--- config.mk ---
export PLATFORM = sky130hd
export DESIGN_NAME = led_slot_tracker
export DESIGN_NICKNAME = d
export VERILOG_FILES = /design/src/rtl/game_pkg.sv /design/src/rtl/led_slot.sv /design/src/rtl/led_slot_tracker.sv
export SDC_FILE = /design/constraint.sdc
export NUM_CORES = 1
export LEC_CHECK = 0
export CORE_ASPECT_RATIO = 0.5
export CORE_MARGIN = 2
export CORE_UTILIZATION = 35
export CTS_BUF_LIST = sky130_fd_sc_hd__clkbuf_4
export DETAILED_ROUTE_END_ITERATION = 10
export DONT_BUFFER_PORTS = 1
export PLACE_DENSITY = 0.5
export SYNTH_ARGS = -nofsm -noshare
export SYNTH_HDL_FRONTEND = slang
export SYNTH_HIERARCHICAL = 1
export SYNTH_SLANG_ARGS = --single-unit
--- constraint.sdc ---
create_clock -name clk -period 8.2 [get_ports clk]
set_input_delay 0.82 -clock clk [delete_from_list [all_inputs] [get_ports clk]]
set_output_delay 0.82 -clock clk [all_outputs]
set_load 0.02 [all_outputs]
--- src/rtl/game_pkg.sv ---
// game_pkg
// Shared types and constants for the LED reaction game blocks.
//   slot_state_t : per-slot FSM state (IDLE, LIT, COOL)
//   LEVEL_W      : width of the difficulty level input
//   LIFE_W       : width of the per-slot life/cool tick counter
//   LIFE         : lit lifetime in ticks, indexed by level
package game_pkg;

  localparam int LEVEL_W = 2;
  localparam int LIFE_W  = 4;

  typedef enum logic [1:0] {
    IDLE = 2'd0,
    LIT  = 2'd1,
    COOL = 2'd2
  } slot_state_t;

  localparam logic [LIFE_W-1:0] LIFE [4] = '{4'd8, 4'd6, 4'd4, 4'd3};

  function automatic logic [LIFE_W-1:0] life_for(input logic [LEVEL_W-1:0] level);
    return LIFE[level];
  endfunction

endpackage

--- src/rtl/led_slot.sv ---
// led_slot
// One LED slot: switch synchroniser + rising-edge detect, IDLE/LIT/COOL FSM,
// and a shared life/cool tick counter.
//   clk, rst_n : clock, asynchronous active-low reset
//   enable     : game running; low forces IDLE
//   tick       : one-cycle game tick from the top
//   spawn      : spawn request for this slot
//   sw         : raw player switch, asynchronous to clk
//   life_init  : lifetime (ticks) to load on spawn
//   lit        : registered LED drive
//   hit, miss  : registered one-cycle event flags
module led_slot
  import game_pkg::*;
#(
  parameter int COOL_TICKS = 2
) (
  input  logic              clk,
  input  logic              rst_n,
  input  logic              enable,
  input  logic              tick,
  input  logic              spawn,
  input  logic              sw,
  input  logic [LIFE_W-1:0] life_init,
  output logic              lit,
  output logic              hit,
  output logic              miss
);

  localparam logic [LIFE_W-1:0] COOL_INIT = LIFE_W'(COOL_TICKS);
  localparam logic [LIFE_W-1:0] ONE       = LIFE_W'(1);

  logic              sw_meta, sw_sync, sw_prev, press;
  slot_state_t       state, state_nxt;
  logic [LIFE_W-1:0] cnt, cnt_nxt;
  logic              hit_nxt, miss_nxt;

  // The synchroniser runs regardless of enable so a switch already held
  // when the game starts does not produce a phantom press later.
  // NOTE: sequential state uses non-blocking assignments so every flop
  // samples the pre-edge value of its neighbours, giving a true shift chain.
  always_ff @(posedge clk or negedge rst_n) begin
    if (!rst_n) begin
      sw_meta <= 1'b0;
      sw_sync <= 1'b0;
      sw_prev <= 1'b0;
    end else begin
      sw_meta <= sw;
      sw_sync <= sw_meta;
      sw_prev <= sw_sync;
    end
  end

  assign press = sw_sync & ~sw_prev;

  // A press is checked before expiry, so a press landing on the expiry tick
  // scores a hit and no miss.
  // NOTE: every signal driven here gets a default first, so no path can
  // leave one unassigned and infer a latch.
  always_comb begin
    state_nxt = state;
    cnt_nxt   = cnt;
    hit_nxt   = 1'b0;
    miss_nxt  = 1'b0;
    if (!enable) begin
      state_nxt = IDLE;
      cnt_nxt   = '0;
    end else begin
      unique case (state)
        IDLE: begin
          if (spawn) begin
            state_nxt = LIT;
            cnt_nxt   = life_init;
          end
        end
        LIT: begin
          if (press) begin
            hit_nxt   = 1'b1;
            state_nxt = COOL;
            cnt_nxt   = COOL_INIT;
          end else if (tick) begin
            if (cnt == ONE) begin
              miss_nxt  = 1'b1;
              state_nxt = COOL;
              cnt_nxt   = COOL_INIT;
            end else begin
              cnt_nxt = cnt - ONE;
            end
          end
        end
        COOL: begin
          if (tick) begin
            cnt_nxt = cnt - ONE;
            if (cnt == ONE) state_nxt = IDLE;
          end
        end
        default: begin
          state_nxt = IDLE;
          cnt_nxt   = '0;
        end
      endcase
    end
  end

  // lit is gated by enable so LEDs go dark on the same edge the slots are
  // forced idle.
  always_ff @(posedge clk or negedge rst_n) begin
    if (!rst_n) begin
      state <= IDLE;
      cnt   <= '0;
      hit   <= 1'b0;
      miss  <= 1'b0;
      lit   <= 1'b0;
    end else begin
      state <= state_nxt;
      cnt   <= cnt_nxt;
      hit   <= hit_nxt;
      miss  <= miss_nxt;
      lit   <= enable && (state == LIT);
    end
  end

endmodule

--- src/rtl/led_slot_tracker.sv ---
// led_slot_tracker
// Lights LEDs on spawn requests for a level-dependent lifetime, scores player
// presses on lit LEDs as hits and unpressed expiries as misses.
//   clk, rst_n  : clock, asynchronous active-low reset
//   enable      : game running; low idles all slots and freezes counters
//   level       : difficulty level, selects lifetime at spawn
//   spawn       : per-slot spawn request
//   sw          : raw player switches
//   led         : slot lit
//   hit_pulse   : one-cycle pulse, at least one hit
//   miss_pulse  : one-cycle pulse, at least one miss
//   score       : saturating hit total
//   misses      : saturating miss total
module led_slot_tracker
  import game_pkg::*;
#(
  parameter int NUM_LED    = 18,
  parameter int TICK_DIV   = 500000,
  parameter int COOL_TICKS = 2,
  parameter int SCORE_W    = 16,
  parameter int MISS_W     = 8
) (
  input  logic               clk,
  input  logic               rst_n,
  input  logic               enable,
  input  logic [LEVEL_W-1:0] level,
  input  logic [NUM_LED-1:0] spawn,
  input  logic [NUM_LED-1:0] sw,
  output logic [NUM_LED-1:0] led,
  output logic               hit_pulse,
  output logic               miss_pulse,
  output logic [SCORE_W-1:0] score,
  output logic [MISS_W-1:0]  misses
);

  localparam int TICK_W  = (TICK_DIV > 1) ? $clog2(TICK_DIV) : 1;
  localparam int CNT_W   = $clog2(NUM_LED + 1);
  localparam int SSUM_W  = SCORE_W + 1;
  localparam int MSUM_W  = MISS_W + 1;

  logic [TICK_W-1:0]  tick_cnt;
  logic               tick;
  logic [LIFE_W-1:0]  life_init;
  logic [NUM_LED-1:0] hit_vec, miss_vec;
  logic [CNT_W-1:0]   hit_cnt, miss_cnt;
  logic [SSUM_W-1:0]  score_sum;
  logic [MSUM_W-1:0]  miss_sum;

  assign tick = enable && (tick_cnt == TICK_W'(TICK_DIV - 1));

  always_ff @(posedge clk or negedge rst_n) begin
    if (!rst_n)                 tick_cnt <= '0;
    else if (!enable || tick)   tick_cnt <= '0;
    else                        tick_cnt <= tick_cnt + TICK_W'(1);
  end

  // Lifetime is looked up from the live level; each slot latches it only
  // when it spawns, so level changes never disturb a lit slot.
  assign life_init = life_for(level);

  for (genvar g = 0; g < NUM_LED; g++) begin : g_slot
    led_slot #(
      .COOL_TICKS(COOL_TICKS)
    ) u_slot (
      .clk      (clk),
      .rst_n    (rst_n),
      .enable   (enable),
      .tick     (tick),
      .spawn    (spawn[g]),
      .sw       (sw[g]),
      .life_init(life_init),
      .lit      (led[g]),
      .hit      (hit_vec[g]),
      .miss     (miss_vec[g])
    );
  end

  always_comb begin
    hit_cnt  = '0;
    miss_cnt = '0;
    for (int i = 0; i < NUM_LED; i++) begin
      hit_cnt  = hit_cnt  + CNT_W'(hit_vec[i]);
      miss_cnt = miss_cnt + CNT_W'(miss_vec[i]);
    end
  end

  // One extra bit holds the carry; a set carry means the total passed
  // all-ones and is clamped there.
  assign score_sum = {1'b0, score}  + SSUM_W'(hit_cnt);
  assign miss_sum  = {1'b0, misses} + MSUM_W'(miss_cnt);

  always_ff @(posedge clk or negedge rst_n) begin
    if (!rst_n) begin
      score      <= '0;
      misses     <= '0;
      hit_pulse  <= 1'b0;
      miss_pulse <= 1'b0;
    end else if (enable) begin
      score      <= score_sum[SCORE_W] ? '1 : score_sum[SCORE_W-1:0];
      misses     <= miss_sum[MISS_W]   ? '1 : miss_sum[MISS_W-1:0];
      hit_pulse  <= (hit_cnt  != '0);
      miss_pulse <= (miss_cnt != '0);
    end else begin
      hit_pulse  <= 1'b0;
      miss_pulse <= 1'b0;
    end
  end

endmodule

[Word-level counts from Yosys, hierarchy flattened]
Cells that the tools add are included.
Storage, ports and cells
  register bits after elaboration: 261
  bits of input ports: 41
  output and inout bits: 44
  logic and storage cells: 886
Operators by class
  $add $sub $neg: 55
  $lt $le $gt $ge: 1
  equality and inequality tests: 145
  muxes and demuxes: 422
  bitwise logic cells: 37
  reduce and logical (&&, ||, !) cells: 77
Operators with widths (count)
  two-way mux 4 bit: 110
  two-way mux 2 bit: 126
  one-hot mux 4 bit (3 select lines): 18
  two-way mux 1 bit: 146
  adder 5 x 1 -> 5 bit: 26
  inequality test 3 bit (second input constant): 36
  one-hot mux 2 bit (3 select lines): 18
  AND reduction 5 bit: 18
  == test 4 x 1 -> 1 bit (second input constant): 18
  inequality test 4 x 2 -> 1 bit (second input constant): 18
  inequality test 4 x 3 -> 1 bit (second input constant): 18
  subtractor 4 x 1 -> 4 bit (second input constant): 18
  inequality test 3 x 2 -> 1 bit (second input constant): 18
  AND reduction 3 bit: 18
  == test 2 x 1 -> 1 bit (second input constant): 18
  == test 2 bit (second input constant): 18
  zero test 2 bit: 18
  adder 19 x 1 -> 19 bit (second input constant): 1
  == test 19 bit (second input constant): 1
  logical AND 1 bit: 19
  two-way mux 19 bit: 1
  AND 1 bit: 18
  NOT 1 bit: 18
  adder 16 x 5 -> 17 bit: 1
  other kinds (13): 18

[Longest topological paths before layout]
  word-level depth: 19
  mapped depth: 17
  gate-level depth less buffers: 17

[Modules after synthesis]
Netlist, hierarchy kept.
By module, submodules not included
  led_slot: times used 18, cells an instance 61, area an instance 640.6 sq um, sequential area each 300.3 sq um
  led_slot_tracker: times used 1, cells an instance 379, area an instance 3549.7 sq um, sequential area each 1126.1 sq um

[Least setup slack after synthesis]
OpenSTA, ideal clock, no wires.
  path kind: input-to-reg
  start point: in enable
  end point: reg g_slot[0].u_slot.state[0]
  library setup time: 126 ps
  arrival time: 6933 ps
  path slack: 1141 ps
  cell stages on the path: 7
  path buffers: 2
  cell sequence: buf_2 -> buf_2 -> clkinv_1 -> nor4_1 -> nand4bb_1 -> a31oi_1 -> nor3b_1
On the way
  word-level cells in the longest chain between the ends: 3
  elaborated cells on any way between the ends: 8
  those cells by class: eq/ne: 5; mux: 1; reduce/logical: 2
Ends and longest elaborated chain
  from (decl): line led_slot_tracker.sv:25  | input logic enable,
  logical AND 1 bit (*): line led_slot_tracker.sv:49  | assign tick = enable && (tick_cnt == TICK_W'(TICK_DIV - 1));
  net tick: line led_slot_tracker.sv:42  | logic tick;
  inequality test 4 x 3 -> 1 bit (no line) or inequality test 3 bit (tied branches)
  AND reduction 5 bit (no line) (*)
  to (signal assigned): line led_slot.sv:114  | state <= state_nxt;
  to (decl): line led_slot.sv:33  | slot_state_t state, state_nxt;
The timed path passes the listed nets; every way through them passes the cells marked *.
A chain may end at the register's enable or synchronous reset.

[Final worst setup path]
  start point: reg g_slot[0].u_slot.hit
  end point: reg score[7]
On the way
  word-level cells in the longest chain between the ends: 19
Ends and longest elaborated chain
  from (decl): line led_slot.sv:25  | output logic hit,
  from (signal assigned): line led_slot.sv:116  | hit <= hit_nxt;
  adder 1 x 1 -> 2 bit: line led_slot_tracker.sv:82  | hit_cnt = hit_cnt + CNT_W'(hit_vec[i]);
  adder 2 x 1 -> 3 bit: line led_slot_tracker.sv:82
  adder 3 x 1 -> 4 bit: line led_slot_tracker.sv:82
  adder 4 x 1 -> 5 bit: line led_slot_tracker.sv:82
  adder 5 x 1 -> 5 bit (13 in a row): line led_slot_tracker.sv:82
  adder 16 x 5 -> 17 bit: line led_slot_tracker.sv:89  | assign score_sum = {1'b0, score} + SSUM_W'(hit_cnt);
  two-way mux 16 bit: line led_slot_tracker.sv:99  | score <= score_sum[SCORE_W] ? '1 : score_sum[SCORE_W-1:0];
  to (signal assigned): line led_slot_tracker.sv:99
  to (decl): line led_slot_tracker.sv:32  | output logic [SCORE_W-1:0] score,
No other way between the ends.

==> run summary <==
CTS Buffer Depth: 3
Detailed Routing Iterations Pass 1: 5
max_cap viols: 0
r2r endpoint: score[7]
cell taking the most area after synthesis: dfrtp_1
mux cell area share after synthesis: 0.5725%
Area contributors post-synth: dfrtp_1, ha_1, nor2b_1, fa_1, a22o_1
Die ar.: 44870 sq um
largest family of logic cells by synthesized area: simple AND/OR/NAND/NOR gates
drt first-iter violations: 682
die span in y: 150.8 um
drc violations: 0
I/O Pins: 85
fmax: 182.0 MHz
Synth Area in Adders: 8.844%
Clock Sinks: 261
Synth Area in Compound Gates: 18.52%
met3 wire len: 1616 um
reg2reg path depth: 17
All-Layer GR Usage: 15.93%
top layer in use: met4
Min Clock Period, post-route: 5.493 ns
P&R area growth vs syn: 9.657%
HP Class: in -> reg
Yosys Warn Count: 6
Synth cell types: 59
antenna violations before repair: 1
routed length on met2: 16100 um
Fin Setup TNS: 0 ns
final instance area: 16540 sq um
WL met1: 16780 um
Worst VDD drop: 60.83 uV
flops & latches, synth: 261
sequential area share after synthesis: 43.31%
async set-or-reset flop fraction in the synthesized netlist: 100.0%
layout cell share with drive strength beyond 1: 12.71%
Static Leakage: 7.369 nW
Pins Over Slew Limit: 0
final core utilization: 39.15%
DP Area: 15630 sq um
H-tree depth: 3
IO Port Bufs: 0
clk_skew: 0.03982 ns
CP endpoint: score[7]
placed wire-length estimate: 22730 um
largest net degree at the start of global routing: 262
Core ar.: 42240 sq um
global placement routability congestion: 0.8154
first-pass GRT wire length: 57520 um
clock-pin slew on the worst setup and hold paths: 0.08 ns
Vias: 10960
top-count cell post-synth: dfrtp_1
Root Driver: clkbuf_4
CP startpoint: g_slot[0].u_slot/hit
post-route ant nets: 0
row cnt: 53
DR WL/cell: 16.42 um
unrepaired setup endpoints after global routing: false
Hold Fails Final Rpt: 0
Yosys top cell area share: 43.31%
Critical Path AT: 6.11 ns
EDFF count, synth: 0
Avg Vias per Cell: 5.111
Net Count, Synth: 1609
die width: 297.6 um
worst slew pin tran: 0.9045 ns
setup bufs post-CTS: 0
clk_lat worst skew: 0.73 ns
ys flop type: dfrtp_1
Simple-Gate Fraction of Synth Area: 20.92%
worst-path maximum fanout: 10
Min-Delay Path Depth: 0
Synth Area in XOR/XNOR: 3.485%
Max-slew headroom: 39.70%
average cell area after synthesis: 10.21 sq um
run status: finished clean
part of the cycle the worst path needs: 66.99%
crit path launch type: flop
CTS Buf Count: 70
synth cell count leaders: dfrtp_1, nand2_1, inv_1, nor2b_1, nor2_1
CTS tree: yes
Syn Inst Count: 1477
Final setup viols: 0
number of nets in the layout: 1647
Reg2Reg Setup Slack: 2.71 ns
synthesized area: 15080 sq um
Power per Cell Area: 193.8 nW/um^2
crit end category: flop
CP Class: reg -> reg
Initial Util: 35.70%
WL final: 35200 um
vias in the first global route: 10990
Crit path required time: 8.82 ns
total grt overflow: 0
Hold Slack: 0.1217 ns
Worst R2R Start: g_slot[0].u_slot/hit
-- where the power goes --
group          internal [W]  total [W]  switching [W]
clock              0.000566    0.00114       0.000573
sequential          0.00138    0.00152       0.000147
combinational      0.000259   0.000544       0.000286
total               0.00220    0.00321        0.00101
-- worst max-delay path, stage by stage (launching register included) --
cell and delay, ns:
dfrtp_1 0.32, inv_1 0.05, fa_1 0.55, fa_1 0.47
fa_1 0.56, fa_1 0.45, fa_1 0.49, inv_1 0.04
ha_1 0.20, fa_1 0.40, a21o_1 0.20, a21o_1 0.21
ha_1 0.33, nand4_1 0.12, nand2_1 0.09, o21ai_1 0.53
nand2_1 0.11, mux2_2 0.27
-- repair_timing --
item,CTS,global route
resized for setup,0,0
hold buffers,1,1
hold endpoints to repair,261,7
-- cell families after synthesis --
logic type	count (synthesis)
compound gates	363
xor+xnor	60
fa+ha+maj	91
buf+inv	159
flops	261
mux	8
simple gates	535
-- stage by stage --
stage               setup slack [ns]  power (W)  std cells
global route                   2.380   0.003427       2144
global placement               2.726   0.002048       2017
finish                         2.707   0.003206       2144
detailed placement             2.609   0.002061       2017
CTS                            2.645   0.003274       2141
floorplan                      1.141   0.001953       1477
-- registers in the layout, indices dropped and copies added (netlist names) --
signal / count
g_slot.u_slot/cnt: 72
g_slot.u_slot/state: 36
tick_cnt: 19
g_slot.u_slot/hit: 18
g_slot.u_slot/lit: 18
g_slot.u_slot/miss: 18
g_slot.u_slot/sw_meta: 18
g_slot.u_slot/sw_prev: 18
g_slot.u_slot/sw_sync: 18
score: 16
misses: 8
hit_pulse: 1
miss_pulse: 1
-- how the worst min path moves through the flow --
stage / startpoint / to / slack [ns]
finish: sw[17] / g_slot[17].u_slot/sw_meta / 0.12
global route: sw[17] / g_slot[17].u_slot/sw_meta / 0.02
CTS: sw[17] / g_slot[17].u_slot/sw_meta / 0.01
detailed placement: g_slot[12].u_slot/sw_meta / g_slot[12].u_slot/sw_sync / 0.33
global placement: g_slot[11].u_slot/sw_meta / g_slot[11].u_slot/sw_sync / 0.33
floorplan: g_slot[0].u_slot/sw_meta / g_slot[0].u_slot/sw_sync / 0.33
-- per-layer routing --
| layer | global-route usage (%) | up-vias |
|---|---|---|
| met5 | 0 | - |
| met4 | 5.758 | 0 |
| met3 | 3.672 | 56 |
| met2 | 25.56 | 216 |
| met1 | 21.21 | 5369 |
| li1 | - | 5316 |
-- final cells by class --
cell class	count	area, sq um
fill	4146	25700
multi-input combinational	1057	7900
sequential	261	6531
clock buffer	101	758.2
tap	577	721.9
inverter	118	442.9
timing repair buffer	7	95.09
clock inverter	22	85.08
antenna	1	2.502
-- layout by cell type, fill, tap and decap left out, types with 19 or more instances in the layout --
cell type  count
o21bai_1      20
ha_1          65
inv_1        117
nand2_1      121
a31oi_1       22
a21oi_1       67
o21ai_2       19
nor3_1        57
nor2b_1       90
nor3b_1       36
o21ai_1       55
dfrtp_1      261
and3_1        22
nor2_1        72
a22oi_1       19
xnor2_1       49
a22o_1        54
nand2b_1      22
clkbuf_4     101
o21a_1        19
fa_1          26
Power figures use the tool's default switching activity.
